[src/rtl/logic_op_sched_pkg.sv]
// rtl/logic_op_sched_pkg.sv - shared opcodes, FSM encoding and id width for logic_op_sched
package logic_op_sched_pkg;

    localparam logic [1:0] OP_XOR  = 2'b00;
    localparam logic [1:0] OP_XNOR = 2'b01;

    localparam int ID_W = 1;

    typedef enum logic [1:0] {
        ST_IDLE = 2'd0,
        ST_EXEC = 2'd1,
        ST_RESP = 2'd2
    } state_t;

endpackage

[src/rtl/logic_op_sched_if.sv]
// rtl/logic_op_sched_if.sv - two request ports and one response port of logic_op_sched
interface logic_op_sched_if #(
    parameter int WIDTH = 16
);
    logic             req0_valid;
    logic             req0_ready;
    logic [1:0]       req0_op;
    logic [WIDTH-1:0] req0_a;
    logic [WIDTH-1:0] req0_b;

    logic             req1_valid;
    logic             req1_ready;
    logic [1:0]       req1_op;
    logic [WIDTH-1:0] req1_a;
    logic [WIDTH-1:0] req1_b;

    logic             rsp_valid;
    logic             rsp_ready;
    logic             rsp_id;
    logic [WIDTH-1:0] rsp_data;
    logic             rsp_err;
    logic             rsp_zero;

    // Requesters and response consumer side
    modport master (
        output req0_valid, req0_op, req0_a, req0_b,
        output req1_valid, req1_op, req1_a, req1_b,
        output rsp_ready,
        input  req0_ready, req1_ready,
        input  rsp_valid, rsp_id, rsp_data, rsp_err, rsp_zero
    );

    // Scheduler side
    modport slave (
        input  req0_valid, req0_op, req0_a, req0_b,
        input  req1_valid, req1_op, req1_a, req1_b,
        input  rsp_ready,
        output req0_ready, req1_ready,
        output rsp_valid, rsp_id, rsp_data, rsp_err, rsp_zero
    );
endinterface

[src/rtl/logic_op_stage.sv]
// rtl/logic_op_stage.sv - registered XOR/XNOR stage with illegal-opcode flagging
module logic_op_stage
    import logic_op_sched_pkg::*;
#(
    parameter int WIDTH = 16
) (
    input  logic             clk,
    input  logic             rst,
    input  logic             i_en,
    input  logic [1:0]       i_op,
    input  logic [WIDTH-1:0] i_a,
    input  logic [WIDTH-1:0] i_b,
    output logic [WIDTH-1:0] o_result,
    output logic             o_err,
    output logic             o_zero
);
    logic [WIDTH-1:0] r_result;
    logic             r_err;
    logic             r_zero;
    logic [WIDTH-1:0] w_xor;

    assign w_xor = i_a ^ i_b;

    // Capture the result only when enabled so it stays stable while the response is held
    always_ff @(posedge clk or posedge rst) begin
        if (rst) begin
            r_result <= '0;
            r_err    <= 1'b0;
            r_zero   <= 1'b0;
        end else if (i_en) begin
            case (i_op)
                OP_XOR: begin
                    r_result <= w_xor;
                    r_err    <= 1'b0;
                    r_zero   <= (w_xor == '0);
                end
                OP_XNOR: begin
                    r_result <= ~w_xor;
                    r_err    <= 1'b0;
                    r_zero   <= (~w_xor == '0);
                end
                default: begin
                    r_result <= '0;
                    r_err    <= 1'b1;
                    r_zero   <= 1'b1;
                end
            endcase
        end
    end

    assign o_result = r_result;
    assign o_err    = r_err;
    assign o_zero   = r_zero;
endmodule

[src/rtl/logic_op_sched.sv]
// rtl/logic_op_sched.sv - round-robin scheduler sharing one logic stage between two requesters
module logic_op_sched
    import logic_op_sched_pkg::*;
#(
    parameter int WIDTH = 16,
    parameter int CNT_W = 16
) (
    input  logic             clk,
    input  logic             rst,
    logic_op_sched_if.slave  bus,
    output logic             busy,
    output logic [CNT_W-1:0] done_count
);
    state_t           r_state;
    state_t           w_next;
    logic [ID_W-1:0]  r_last_grant;
    logic [ID_W-1:0]  r_id;
    logic [1:0]       r_op;
    logic [WIDTH-1:0] r_a;
    logic [WIDTH-1:0] r_b;
    logic [CNT_W-1:0] r_done;

    logic [ID_W-1:0]  w_sel;
    logic             w_ready0;
    logic             w_ready1;
    logic             w_rsp_valid;
    logic             w_busy;
    logic             w_req_hs;
    logic             w_rsp_hs;
    logic [WIDTH-1:0] w_result;
    logic             w_err;
    logic             w_zero;

    // Lone requester wins outright; on contention the one not granted last time wins
    assign w_sel    = (bus.req0_valid && bus.req1_valid) ? ~r_last_grant : bus.req1_valid;
    assign w_req_hs = w_ready0 | w_ready1;
    assign w_rsp_hs = w_rsp_valid & bus.rsp_ready;

    // State register
    always_ff @(posedge clk or posedge rst) begin
        if (rst) r_state <= ST_IDLE;
        else     r_state <= w_next;
    end

    // Next-state logic
    always_comb begin
        w_next = r_state;
        case (r_state)
            ST_IDLE: if (w_req_hs) w_next = ST_EXEC;
            ST_EXEC: w_next = ST_RESP;
            ST_RESP: if (bus.rsp_ready) w_next = ST_IDLE;
            default: w_next = ST_IDLE;
        endcase
    end

    // Output decode: ready only in IDLE, response valid only in RESP
    always_comb begin
        w_ready0    = 1'b0;
        w_ready1    = 1'b0;
        w_rsp_valid = 1'b0;
        w_busy      = 1'b1;
        case (r_state)
            ST_IDLE: begin
                w_busy   = 1'b0;
                w_ready0 = bus.req0_valid && (w_sel == '0);
                w_ready1 = bus.req1_valid && (w_sel != '0);
            end
            ST_RESP: w_rsp_valid = 1'b1;
            default: ;
        endcase
    end

    // Latch the granted request so later input changes cannot disturb the in-flight op
    always_ff @(posedge clk or posedge rst) begin
        if (rst) begin
            r_id <= '0;
            r_op <= '0;
            r_a  <= '0;
            r_b  <= '0;
        end else if (w_req_hs) begin
            r_id <= w_sel;
            r_op <= (w_sel != '0) ? bus.req1_op : bus.req0_op;
            r_a  <= (w_sel != '0) ? bus.req1_a  : bus.req0_a;
            r_b  <= (w_sel != '0) ? bus.req1_b  : bus.req0_b;
        end
    end

    // Round-robin pointer and saturating completion count advance on response handshake
    always_ff @(posedge clk or posedge rst) begin
        if (rst) begin
            r_last_grant <= '1;
            r_done       <= '0;
        end else if (w_rsp_hs) begin
            r_last_grant <= r_id;
            if (r_done != '1) r_done <= r_done + CNT_W'(1);
        end
    end

    logic_op_stage #(.WIDTH(WIDTH)) u_stage (
        .clk      (clk),
        .rst      (rst),
        .i_en     (r_state == ST_EXEC),
        .i_op     (r_op),
        .i_a      (r_a),
        .i_b      (r_b),
        .o_result (w_result),
        .o_err    (w_err),
        .o_zero   (w_zero)
    );

    assign bus.req0_ready = w_ready0;
    assign bus.req1_ready = w_ready1;
    assign bus.rsp_valid  = w_rsp_valid;
    assign bus.rsp_id     = r_id;
    assign bus.rsp_data   = w_result;
    assign bus.rsp_err    = w_err;
    assign bus.rsp_zero   = w_zero;
    assign busy           = w_busy;
    assign done_count     = r_done;
endmodule

[src/flat_wrapper.sv]
// flat-port wrapper written by rule: the top's interface ports become plain ports
module logic_op_sched_flat import logic_op_sched_pkg::*;
#(
    parameter int WIDTH = 16,
    parameter int CNT_W = 16
)
  (clk, rst, busy, done_count, bus_req0_valid, bus_req0_op, bus_req0_a, bus_req0_b, bus_req1_valid, bus_req1_op, bus_req1_a, bus_req1_b, bus_rsp_ready, bus_req0_ready, bus_req1_ready, bus_rsp_valid, bus_rsp_id, bus_rsp_data, bus_rsp_err, bus_rsp_zero);
  logic_op_sched_if #(.WIDTH(WIDTH)) bus_i ();
  input  logic clk;
  input  logic rst;
  output logic busy;
  output logic [CNT_W-1:0] done_count;
  input wire logic [$bits(bus_i.req0_valid)-1:0] bus_req0_valid;
  input wire logic [$bits(bus_i.req0_op)-1:0] bus_req0_op;
  input wire logic [$bits(bus_i.req0_a)-1:0] bus_req0_a;
  input wire logic [$bits(bus_i.req0_b)-1:0] bus_req0_b;
  input wire logic [$bits(bus_i.req1_valid)-1:0] bus_req1_valid;
  input wire logic [$bits(bus_i.req1_op)-1:0] bus_req1_op;
  input wire logic [$bits(bus_i.req1_a)-1:0] bus_req1_a;
  input wire logic [$bits(bus_i.req1_b)-1:0] bus_req1_b;
  input wire logic [$bits(bus_i.rsp_ready)-1:0] bus_rsp_ready;
  output wire logic [$bits(bus_i.req0_ready)-1:0] bus_req0_ready;
  output wire logic [$bits(bus_i.req1_ready)-1:0] bus_req1_ready;
  output wire logic [$bits(bus_i.rsp_valid)-1:0] bus_rsp_valid;
  output wire logic [$bits(bus_i.rsp_id)-1:0] bus_rsp_id;
  output wire logic [$bits(bus_i.rsp_data)-1:0] bus_rsp_data;
  output wire logic [$bits(bus_i.rsp_err)-1:0] bus_rsp_err;
  output wire logic [$bits(bus_i.rsp_zero)-1:0] bus_rsp_zero;
  assign bus_i.req0_valid = bus_req0_valid;
  assign bus_i.req0_op = bus_req0_op;
  assign bus_i.req0_a = bus_req0_a;
  assign bus_i.req0_b = bus_req0_b;
  assign bus_i.req1_valid = bus_req1_valid;
  assign bus_i.req1_op = bus_req1_op;
  assign bus_i.req1_a = bus_req1_a;
  assign bus_i.req1_b = bus_req1_b;
  assign bus_i.rsp_ready = bus_rsp_ready;
  assign bus_req0_ready = bus_i.req0_ready;
  assign bus_req1_ready = bus_i.req1_ready;
  assign bus_rsp_valid = bus_i.rsp_valid;
  assign bus_rsp_id = bus_i.rsp_id;
  assign bus_rsp_data = bus_i.rsp_data;
  assign bus_rsp_err = bus_i.rsp_err;
  assign bus_rsp_zero = bus_i.rsp_zero;
  logic_op_sched #(.WIDTH(WIDTH), .CNT_W(CNT_W)) u_core (.clk(clk), .rst(rst), .bus(bus_i), .busy(busy), .done_count(done_count));
endmodule
[config.mk]
export PLATFORM = sky130hd
export DESIGN_NAME = logic_op_sched_flat
export DESIGN_NICKNAME = d
export VERILOG_FILES = /design/src/rtl/logic_op_sched_pkg.sv /design/src/rtl/logic_op_sched_if.sv /design/src/rtl/logic_op_stage.sv /design/src/rtl/logic_op_sched.sv /design/src/flat_wrapper.sv
export SDC_FILE = /design/constraint.sdc
export NUM_CORES = 1
export LEC_CHECK = 0
export ABC_AREA = 1
export BUFFER_PORTS_ARGS = -buffer_cell sky130_fd_sc_hd__buf_4
export CAP_MARGIN = 40
export CORE_UTILIZATION = 39
export DETAILED_ROUTE_END_ITERATION = 6
export MAX_ROUTING_LAYER = met4
export SLEW_MARGIN = 20
export SYNTH_ARGS = -nofsm -noshare
export SYNTH_HDL_FRONTEND = slang
export SYNTH_SLANG_ARGS = --single-unit
[constraint.sdc]
create_clock -name clk -period 2.1 [get_ports clk]
set_input_delay 0.315 -clock clk [delete_from_list [all_inputs] [get_ports clk]]
set_output_delay 0.315 -clock clk [all_outputs]
set_load 0.02 [all_outputs]
# ---- Yosys cells after proc, flatten, opt, wreduce, memory -nomap -nowiden
# Index checks and enable logic that the tools add are counted.
# Widths: inputs -> output; s select.
dict set report totals {
  output_inout_bits 39
  ff_bits 72
  in_bits 73
}
dict set report op_classes {
  muxes 14
  n_addsub 1
  n_eq_ne 6
  n_reduce_logical 10
  bitwise 6
}
# cell n
set ops {}
lappend ops {{$logic_not 16->1} 2}
lappend ops {{$mux 16} 2}
lappend ops {{$pmux 16 s2} 1}
lappend ops {{$add 16x1->16 const B} 1}
lappend ops {{$ne 16x16->1 const B} 1}
lappend ops {{$not 16->16} 1}
lappend ops {{$xor 16x16->16} 1}
lappend ops {{$mux 1} 6}
lappend ops {{$mux 2} 3}
lappend ops {{$pmux 2 s3} 1}
lappend ops {{$eq 2x1->1 const B} 2}
lappend ops {{$logic_not 2->1} 2}
lappend ops {{$reduce_and 2->1} 2}
lappend ops {{$logic_and 1x1->1} 3}
lappend ops {{$eq 2x2->1 const B} 1}
lappend ops {{$ne 2x1->1 const B} 1}
lappend ops {{$ne 2x2->1 const B} 1}
lappend ops {{$not 1->1} 2}
lappend ops {{$pmux 1 s2} 1}
lappend ops {{$reduce_or 2->1} 1}
lappend ops {{$and 1x1->1} 1}
lappend ops {{$or 1x1->1} 1}

# ---- Depth between registers and ports, before layout
dict set report logic_depth {
  word_depth 8
  mapped_depth 11
}

# ---- Cells and area by module
# A second synthesis with hierarchy kept.
dict set report hier_totals {
  hier_cells 588
  hier_area_um2 4070.2
}
# mod n_inst area_each_um2 seq_area_each_um2 cells_per_inst
set by_module_without_submodules {}
lappend by_module_without_submodules {logic_op_sched 1 2726.4 1352.5 356}
lappend by_module_without_submodules {logic_op_stage 1 1343.8 450.4 232}

# ---- Worst setup path after synthesis
# Ideal clock, no wire load.
dict set report synth_timing {
  kind {reg-to-reg}
  from {register u_core.r_done[0], in the netlist u_core.done_count[0]}
  to {register u_core.r_done[3], in the netlist u_core.done_count[3]}
  path_stages_with_launch 9
  slack_ns 0.498
  arrival_ns 1.468
  cell_sequence {dfrtp_1 > ha_1 > nand3_1 > nor3_2 > nand3_1 > nand2_2 > buf_6 > nor2_2 > xor2_1}
}
dict set report synth_via {
  elab_chain_len 2
  word_cells_on_any_way 3
  cone_classes {1 x add/sub; 1 x eq/ne; 1 x reduce/logical}
}
# element line_no
set synth_rtl {}
lappend synth_rtl {{start, declared} logic_op_sched.sv:21} ;# logic [CNT_W-1:0] r_done;
lappend synth_rtl {{start signal, assigned} logic_op_sched.sv:95} ;# if (r_done != '1) r_done <= r_done + CNT_W'(1);
lappend synth_rtl {{branches (longest 2 deep; another with $add 16x1->16)} --}
# Parallel ways; which one is timed is not known.
# A chain may end at the register's enable or synchronous reset.

# ---- Worst setup path after layout
dict set report layout_timing {
  from {register u_core.r_done[0], in the netlist u_core.done_count[0]}
  to {register u_core.r_done[7], in the netlist u_core.done_count[7]}
}
# Same word-level chain as after synthesis.

==> impl_metrics.env <==
export IMPL_num_nets_final=731
export IMPL_skew_ps=11.6
export IMPL_drt_antenna_violating_nets=0
export IMPL_cp_cell_sequence="ha_1, nand3_1, nor3_2, nand3_1, nand2_2, inv_2, nand2_1, o21ai_0"
export IMPL_core_region_area_mm2=0.00986
export IMPL_estimated_wirelength_of_the_detail_placed_design_mm=7.53
export IMPL_cts_htree_levels=3
export IMPL_num_antenna_cells=0
export IMPL_grt_max_degree=54
export IMPL_post_cts_resized=0
export IMPL_grt_pass1_wl_mm=16.6
export IMPL_crit_arrival_ps=2040
export IMPL_gr_usage_all_layers_pct=21.0
export IMPL_netlist_instances=549
export IMPL_share_of_cells_above_drive_strength_1_pct=23.4
export IMPL_cp_num_buf_inv=1
export IMPL_status="finished, final reports clean"
export IMPL_clock_fmax_ghz=0.550
export IMPL_cpPeakStageDelay_ps=410
export IMPL_finalWirelength_mm=10.0
export IMPL_die_height_um=103
export IMPL_place_gp_congestion=0.824
export IMPL_synth_area_mux_share_pct=0.282
export IMPL_power_per_cell_area_mw_per_mm2=1380
export IMPL_crit_family="simple AND/OR/NAND/NOR gates"
export IMPL_synth_largest_area_cell="dfrtp_1"
export IMPL_avgSynthCellArea_um2=7.27
export IMPL_ys_ff_latch=72
export IMPL_detail_route_wl_per_cell_um=12.6
export IMPL_synth_flop_cell="dfrtp_1"
export IMPL_post_synth_top_area_fraction_pct=44.5
export IMPL_antenna_found_initial=0
export IMPL_die_area_mm2=0.0106
export IMPL_critPathRequiredTime_ps=2330
export IMPL_finish_cell_count_without_fillers=795
export IMPL_slew_limit_headroom_pct=60.5
export IMPL_die_w_um=103
export IMPL_shortest_period_the_worst_path_allows_ps=1820
export IMPL_clkSlewWorstSetupHoldPaths_ps=80
export IMPL_num_vias=3806
export IMPL_critical_path_slowest_cell="dfrtp_1"
export IMPL_r2r_cells=8
export IMPL_timing_final_setup_violations=0
export IMPL_post_synth_fa_ha_maj_area_fraction_pct=0.314
export IMPL_cts_tree="built"
export IMPL_p_total_mw=7.19
export IMPL_synth_compound_gate_area_share_pct=10.4
export IMPL_netlist_top_cells_area="dfrtp_1, nand2_1, nor2_1"
export IMPL_cp_common_cell="nand3_1"
export IMPL_clockRootBuffer="clkbuf_8"
export IMPL_post_synth_num_cell_types=29
export IMPL_final_total_negative_setup_slack_ps=0
export IMPL_synth_async_reset_ratio_pct=100
export IMPL_period_share_pct=86.6
export IMPL_number_of_maximum_capacitance_violations=0
export IMPL_clk_latency_ps=350
export IMPL_report_final_hold_viol_count=0
export IMPL_yosysWarnings=0
export IMPL_clock_path_buffers=2
export IMPL_crit_fanout=13
export IMPL_synth_xor_area_share_pct=3.07
export IMPL_row_count=36
export IMPL_place_inst=779
export IMPL_r2r_start="u_core.done_count[0]"
export IMPL_r2r_end="u_core.done_count[7]"
export IMPL_path_class="reg -> reg"
export IMPL_end_kind="flip-flop"
export IMPL_dominant_combinational_cell_family_by_area_after_synthesis="simple AND/OR/NAND/NOR gates"
export IMPL_setup_reg_to_reg_worst_slack_ps=280
export IMPL_syn_cell_area_mm2=0.00399
export IMPL_io_pin_count=112
export IMPL_number_of_vias_per_cell_after_detailed_routing=4.79
export IMPL_cts_hold_repair_buffers=0
export IMPL_grt_pass1_vias=3536
export IMPL_simple_gate_share_of_the_synthesized_area_pct=32.9
export IMPL_yosysMostFrequentCell="nand2_1"
export IMPL_worst_slew_pin_transition_ps=591
export IMPL_ys_seq_area_share_pct=45.2
export IMPL_postCtsSetupRepairBufs=0
export IMPL_power_leakage_nw=2.67
export IMPL_drt_pass1_iter_count=4
export IMPL_cts_buffers=9
export IMPL_setup_worst_path_start_class="flip-flop"
export IMPL_io_buffer_count=111
export IMPL_timing_max_transition_violations_final=0
export IMPL_initial_cell_density_of_the_core_pct=40.4
export IMPL_synth_nets=623
export IMPL_rsz_0062_raised_after_global_routing="false"
export IMPL_cts_sinks=72
export IMPL_vdd_drop_max_mv=0.597
export IMPL_hold_path_class="in -> async"
export IMPL_grt_ovfl_total=0
export IMPL_area_growth_syn_to_layout_pct=30.3
export IMPL_drtIter0Drc=145
export IMPL_yosys_top_cells_count="nand2_1, nor2_1, dfrtp_1, inv_1, nand3_1"
export IMPL_synth_edff_count=0
export IMPL_drc=0
-- power by group --
group	total, mW	switching (mW)	internal, mW
combinational	3.35	2.06	1.28
sequential	2.49	0.520	1.97
clock	1.35	0.556	0.791
total	7.19	3.14	4.05
-- routing by layer --
layer | GRT usage, % | share of wire, % | vias up
met5 | - | 0 | -
met4 | 6.72 | 0.98 | 0
met3 | 3.19 | 5.1 | 13
met2 | 31.0 | 44 | 118
met1 | 29.7 | 50 | 1702
li1 | - | - | 1973
-- worst max path at each step --
stage,start,endpoint,cells after the start
global route,u_core.done_count[0],u_core.done_count[7],8
detailed placement,u_core.done_count[0],u_core.done_count[7],8
global placement,u_core.done_count[0],u_core.done_count[5],8
CTS,u_core.done_count[0],u_core.done_count[7],8
finish,u_core.done_count[0],u_core.done_count[7],8
floorplan,u_core.done_count[0],u_core.done_count[3],8
-- layout by cell type, fill, tap and decap left out, types with 2 or more instances in the layout --
master      instances
bufinv_16           3
nand2_1           173
dfrtp_1            71
a31oi_1            34
inv_1              45
o21ai_0            31
nand4_1             3
nor3_1              5
buf_12              2
clkinvlp_4          2
nor2_1             76
xor2_1              9
xnor2_1             5
buf_4             117
o21ai_1             4
inv_2               4
nand2_2             3
nor2_4              3
nand3_1            41
nor2_2              5
a21oi_1             5
clkinv_4            2
clkbuf_8            9
nand3b_1            2
-- per-stage QoR --
stage          instance area (um2)  worst slack [ps]  util (%)  hold slack, ps
5_1_grt                       5200               116      52.7            73.4
4_1_cts                       5200               290      52.7            43.5
2_1_floorplan                 3990               498         -             423
3_3_place_gp                  4950               332      50.2             421
6_report                      5200               282      52.7            29.7
3_5_place_dp                  4950               309      50.2             423
-- cell families after synthesis --
family / count (synthesis)
adders and majority gates: 1
AOI/OAI and AO/OA: 74
buffers and inverters: 73
DFF: 72
and+or+nand+nor: 314
muxes: 1
xor gates and xnor gates: 14
-- flip-flops by register name, indices dropped and copies added, names as in the netlist --
name and flops:
u_core.bus.rsp_id 1, u_core.done_count 16, u_core.r_a 16, u_core.r_b 16, u_core.r_last_grant 1, u_core.r_op 2, u_core.r_state 2, u_core.u_stage.o_err 1
u_core.u_stage.o_result 16, u_core.u_stage.o_zero 1
-- cell type report --
cell class | count | area, um2
Sequential cell | 72 | 1800
Clock inverter | 7 | 120
Tap cell | 133 | 166
Fill cell | 967 | 4670
Multi-Input combinational cell | 404 | 1870
Clock buffer | 9 | 124
Inverter | 51 | 195
Timing Repair Buffer | 119 | 918
(Power assumes the default switching activity.)
